`src/rtl/alu_uart_interface.sv`:
```
// rtl/alu_uart_interface.sv - sequences UART bytes into ALU operands/opcode and returns the result
// Optional inter-byte timeout: define ALU_UART_INTERFACE_TIMEOUT_EN.
module alu_uart_interface #(
  parameter int WIDTH_WORD      = 8,
  parameter int BUS_DATOS_ALU   = 8,
  parameter int BUS_SALIDA_ALU  = 8,
  parameter int CANT_BIT_OPCODE = 8,
  parameter int TIMEOUT_CYCLES  = 10416000
) (
  input  logic                       i_clock,
  input  logic                       i_reset,
  input  logic [WIDTH_WORD-1:0]      i_rx_data,
  input  logic                       i_rx_done,
  input  logic                       i_tx_done,
  input  logic [BUS_SALIDA_ALU-1:0]  i_resultado_alu,
  output logic [BUS_DATOS_ALU-1:0]   o_dato_A,
  output logic [BUS_DATOS_ALU-1:0]   o_dato_B,
  output logic [CANT_BIT_OPCODE-1:0] o_opcode,
  output logic [WIDTH_WORD-1:0]      o_tx_data,
  output logic                       o_tx_start,
  output logic                       o_busy
);

  typedef enum logic [2:0] {
    ESPERA_A  = 3'd0,
    ESPERA_B  = 3'd1,
    ESPERA_OP = 3'd2,
    ENVIO     = 3'd3,
    ESPERA_TX = 3'd4
  } state_t;

  state_t state, state_next;
  logic   ld_a, ld_b, ld_op, ld_tx;

`ifdef ALU_UART_INTERFACE_TIMEOUT_EN
  localparam int CNT_W = (TIMEOUT_CYCLES > 2) ? $clog2(TIMEOUT_CYCLES) : 1;
  logic [CNT_W-1:0] timeout_cnt, timeout_cnt_next;
  logic             timeout_hit;

  assign timeout_hit = (timeout_cnt == CNT_W'(TIMEOUT_CYCLES - 1));

  // Counts only while parked waiting for B or the opcode; any byte or state move restarts it.
  always_comb begin
    timeout_cnt_next = '0;
    if ((state == ESPERA_B || state == ESPERA_OP) && !i_rx_done && (state_next == state))
      timeout_cnt_next = timeout_cnt + CNT_W'(1);
  end

  always_ff @(posedge i_clock or negedge i_reset) begin
    if (!i_reset) timeout_cnt <= '0;
    else          timeout_cnt <= timeout_cnt_next;
  end
`endif

  always_ff @(posedge i_clock or negedge i_reset) begin
    if (!i_reset) state <= ESPERA_A;
    else          state <= state_next;
  end

  always_comb begin
    state_next = state;
    ld_a  = 1'b0;
    ld_b  = 1'b0;
    ld_op = 1'b0;
    ld_tx = 1'b0;
    case (state)
      ESPERA_A: begin
        if (i_rx_done) begin
          ld_a       = 1'b1;
          state_next = ESPERA_B;
        end
      end
      ESPERA_B: begin
        if (i_rx_done) begin
          ld_b       = 1'b1;
          state_next = ESPERA_OP;
        end
`ifdef ALU_UART_INTERFACE_TIMEOUT_EN
        else if (timeout_hit) state_next = ESPERA_A;
`endif
      end
      ESPERA_OP: begin
        if (i_rx_done) begin
          ld_op      = 1'b1;
          state_next = ENVIO;
        end
`ifdef ALU_UART_INTERFACE_TIMEOUT_EN
        else if (timeout_hit) state_next = ESPERA_A;
`endif
      end
      ENVIO: begin
        ld_tx      = 1'b1;
        state_next = ESPERA_TX;
      end
      ESPERA_TX: begin
        // A byte arriving together with tx_done is deliberately dropped.
        if (i_tx_done) state_next = ESPERA_A;
      end
      default: state_next = ESPERA_A;
    endcase
  end

  always_ff @(posedge i_clock or negedge i_reset) begin
    if (!i_reset) begin
      o_dato_A   <= '0;
      o_dato_B   <= '0;
      o_opcode   <= '0;
      o_tx_data  <= '0;
      o_tx_start <= 1'b0;
    end else begin
      if (ld_a)  o_dato_A  <= i_rx_data;
      if (ld_b)  o_dato_B  <= i_rx_data;
      if (ld_op) o_opcode  <= i_rx_data;
      if (ld_tx) o_tx_data <= i_resultado_alu;
      o_tx_start <= ld_tx;
    end
  end

  assign o_busy = (state == ENVIO) || (state == ESPERA_TX);

endmodule

```
`config.mk`:
```
export PLATFORM = sky130hd
export DESIGN_NAME = alu_uart_interface
export DESIGN_NICKNAME = d
export VERILOG_FILES = /design/src/rtl/alu_uart_interface.sv
export SDC_FILE = /design/constraint.sdc
export NUM_CORES = 1
export LEC_CHECK = 0
export CORE_AREA = 4 4 84 55
export DETAILED_ROUTE_END_ITERATION = 12
export DIE_AREA = 0 0 88 59
export HOLD_SLACK_MARGIN = 0.06
export PLACE_DENSITY = 0.71
export SYNTH_ARGS = -nofsm -noshare
export SYNTH_HDL_FRONTEND = slang
export SYNTH_SLANG_ARGS = --single-unit
export TNS_END_PERCENT = 100
```
`constraint.sdc`:
```
create_clock -name i_clock -period 1.55 [get_ports i_clock]
set_clock_uncertainty 0.1 [all_clocks]
set_input_delay 0.31 -clock i_clock [delete_from_list [all_inputs] [get_ports i_clock]]
set_output_delay 0.31 -clock i_clock [all_outputs]
set_load 0.02 [all_outputs]
```
---- After elaboration in Yosys (flattened, before gate mapping) ----
Index checks and enable logic that the tools add are counted.
word-level totals
  register bits ........................... 36
  output and inout bits ................... 34
  logic and storage cells ................. 27
cells by class
  equality and inequality tests ........... 8
  muxes and demuxes ....................... 10
  reduce and logical (&&, ||, !) cells .... 3
operators with widths
  cell                count
  $pmux 3 s5          1
  $mux 3              4
  $ne 2x2->1 const B  4
  $eq 3x2->1 const B  2
  $mux 1              5
  $reduce_and 4->1    1
  $eq 3x1->1 const B  1
  $eq 3x3->1 const B  1
  $logic_not 3->1     1
  $logic_or 1x1->1    1

---- Longest topological paths before layout ----
  depth in word-level cells ............... 3
  mapped depth ............................ 4
  depth with buffers taken out ............ 2

---- Least setup slack after synthesis ----
Ideal clock, no wire load.
  path kind ............................... reg2out
  start ................................... register state[0]
  end ..................................... output port o_busy
  data arrival time ....................... 1.118 ns
  data required time ...................... 1.140 ns
  slack ................................... 0.022 ns
  cell stages (with the launch flop) ...... 4
  buffers on the path ..................... 1
  path through ............................ dfrtp_1 > buf_6 > or3b_2 > nand2_1
between the ends
  word-level cells in the longest chain between the ends .. 2
ends and longest elaborated chain
  element                                   line  source
  start: declaration                        32    state_t state, state_next;
  start signal: assignment                  57    else state <= state_next;
  $eq 3x2->1 or $eq 3x3->1 (tied branches)  119   assign o_busy = (state == ENVIO) || (state == ESPERA_TX);
  $logic_or 1x1->1 *                        119
  end: declaration                          21    output logic o_busy
Every way passes the cells marked *; elsewhere a longest branch is shown, timed or not.

---- Final worst setup path ----
  start ................................... register state[1]
  end ..................................... output port o_busy
The elaborated chain is that of the path after synthesis.

==> results.ini <==
[floorplanning]
die_h_microns=59
initial_core_util=0.3597
rows=18
io_pins=54
die_area_sq_um=5192
fp.dieW_microns=88
core_area_sq_um=3896

[finish]
most-common-layout-cells=dfrtp_1 (36), dlygate4sd2_1 (33), clkdlybuf4s50_1 (19), mux2_2 (16), mux2_4 (16)
num_antenna_cells=0
drive_gt1_frac=0.3595
fin_util=0.5639
fin_nets=172
final_area_sq_um=2197
synthToLayoutAreaGrowth_pct=56.79
final_common_cell=dfrtp_1
stdcell_count=203

[sta]
hold_ws_ps=294.0
hold_violations=0
slew_headroom=0.8187
rsz0062_at_grt=yes
fmax_mhz=599.8
period_minus_slack_ps=1667
layout_setup_ws_ps=-117.1
drv_slew=0
worst_pin_slew_ps=270.7
fin_setup_tns_ps=-592.2
period_share=1.076
setup_violations=25

[synthesis]
synth_compound_area_frac=0.01071
ys_types=14
synth.area.top_cells=dfrtp_1 (64%), mux2_2 (26%), nor4b_4 (1.7%), or3b_2 (1.3%), buf_2 (1.1%)
synth_seq_cells=36
synthMuxAreaShare=0.2571
yosysTopAreaCellShare=0.6429
yosysTopAreaCell=dfrtp_1
syn_avg_cell_area_sq_um=16.29
yosysWarnings=0
syn_area_sq_um=1401
yosys.area_share.simple=0.06786
yosysSeqAreaShare=0.6429
synth_top_family_by_area=multiplexers
synth-xor-area-share=0
synth_nets=106
yosys.area_share.adder=0
synth_cells=86

[grt]
gr-total-overflow=0
grt_pass1_vias=1011
antenna_found_initial=0
grt_util_all_layers=0.1323
grt_max_degree=37
grt_pass1_wl_mm=5.037

[placement]
port-buffer-count=53
dp_hpwl_mm=2.364
placed_area_sq_um=2062
place_worst_setup_slack_ps=-384.0
placed_cells=195
gp_congestion=0.7887

[power_and_ir_drop]
p_leak_nw=1.025
powerDensity_nw_per_um2=2142
peakVddDrop_v=0.0009152
p_total_mw=4.707

[detailed_routing]
vias=962
drc=0
drtAntennaViolNets=0
wire_per_inst_microns=15.50
wl_mm=3.146
drt_iter0_markers=30
via_per_inst=4.739
drt_first_pass_iters=4

[clock_tree]
cts_hold_buf=0
cts_buffers=5
h-tree-depth=2
clock-root-buffer=clkbuf_8
clk_pin_slew_ps=70
cts.sinks=36
clkLatencyLatePin_ps=280
cts_tree=built
clockBufferDepth=2
cts_setup_buffers=0

[run_status]
violations=setup timing
run_status=finished, violations left

[run]
max-cap-violations=0

[setup_path]
cp_max_fo=3
arrival_ps=1260
path_class=reg2out
start_kind=flip-flop
end_kind=output pin
crit_required_ps=1140

[worst_hold_path]
holdCritPathClass=in2async

==> sequential cells by signal, summed over array words and instances (netlist names) <==
name,flops
state,3
o_tx_data,8
o_dato_A,8
o_opcode,8
o_dato_B,8
o_tx_start,1
==> path summary, 6_finish.rpt <==
kind / from / end / slack [ps] / cells past startpoint
min: i_reset / o_tx_data[2] / 290 / 2
max in group asynchronous: i_reset / o_dato_B[1] / 870 / 2
max: state[1] / o_busy / -120 / 3
max reg2reg: state[1] / o_dato_B[6] / -30 / 4
min reg2reg: o_dato_B[2] / o_dato_B[2] / 400 / 1
min in group i_clock: o_dato_B[2] / o_dato_B[2] / 400 / 1
==> metal layers <==
layer / up-vias / track usage / part of all wire
li1: 438 / - / -
met1: 481 / 0.1698 / 0.44
met2: 36 / 0.1921 / 0.43
met3: 7 / 0.05694 / 0.10
met4: 0 / 0.06565 / 0.020
met5: - / 0 / 0
==> final cells by class <==
class | instances | area (sq um)
flip-flops and latches | 36 | 900.9
well taps | 50 | 62.56
multi-input cells | 45 | 554.3
fillers | 305 | 1699
clock buffers | 8 | 90.09
repair buffers | 63 | 585.6
inverters | 1 | 3.754
==> kinds of logic after synthesis <==
kind of cell | count (synthesis)
AO/OA/AOI/OAI | 3
flip-flops | 36
AND/OR/NAND/NOR | 10
multiplexers | 32
buffers and inverters | 5
==> worst max-delay path: stages, from the launching register on <==
cell,delay [ps]
dfrtp_1,400
or3b_4,390
nand2_2,70
buf_6,110
==> report_power, final <==
part	switching (mW)	internal (mW)
combinational	1.15	1.24
clock	0.297	0.362
sequential	0.247	1.41
==> synth_stat cells <==
cell / n
o21ai_0: 1
nor4b_4: 1
nand3b_1: 2
nor4bb_1: 1
and4bb_2: 1
inv_1: 1
nand2_1: 1
buf_6: 1
dfrtp_1: 36
a21oi_1: 2
nand2b_1: 2
or3b_2: 2
mux2_2: 32
buf_2: 3
==> repair_timing <==
action,4_1_cts,5_1_grt
setup endpoints to repair,58,25
endpoints found under the hold margin,0,0
resized for setup,53,8
pin swaps,3,1
Note: power is estimated with default switching activity, not from simulation.
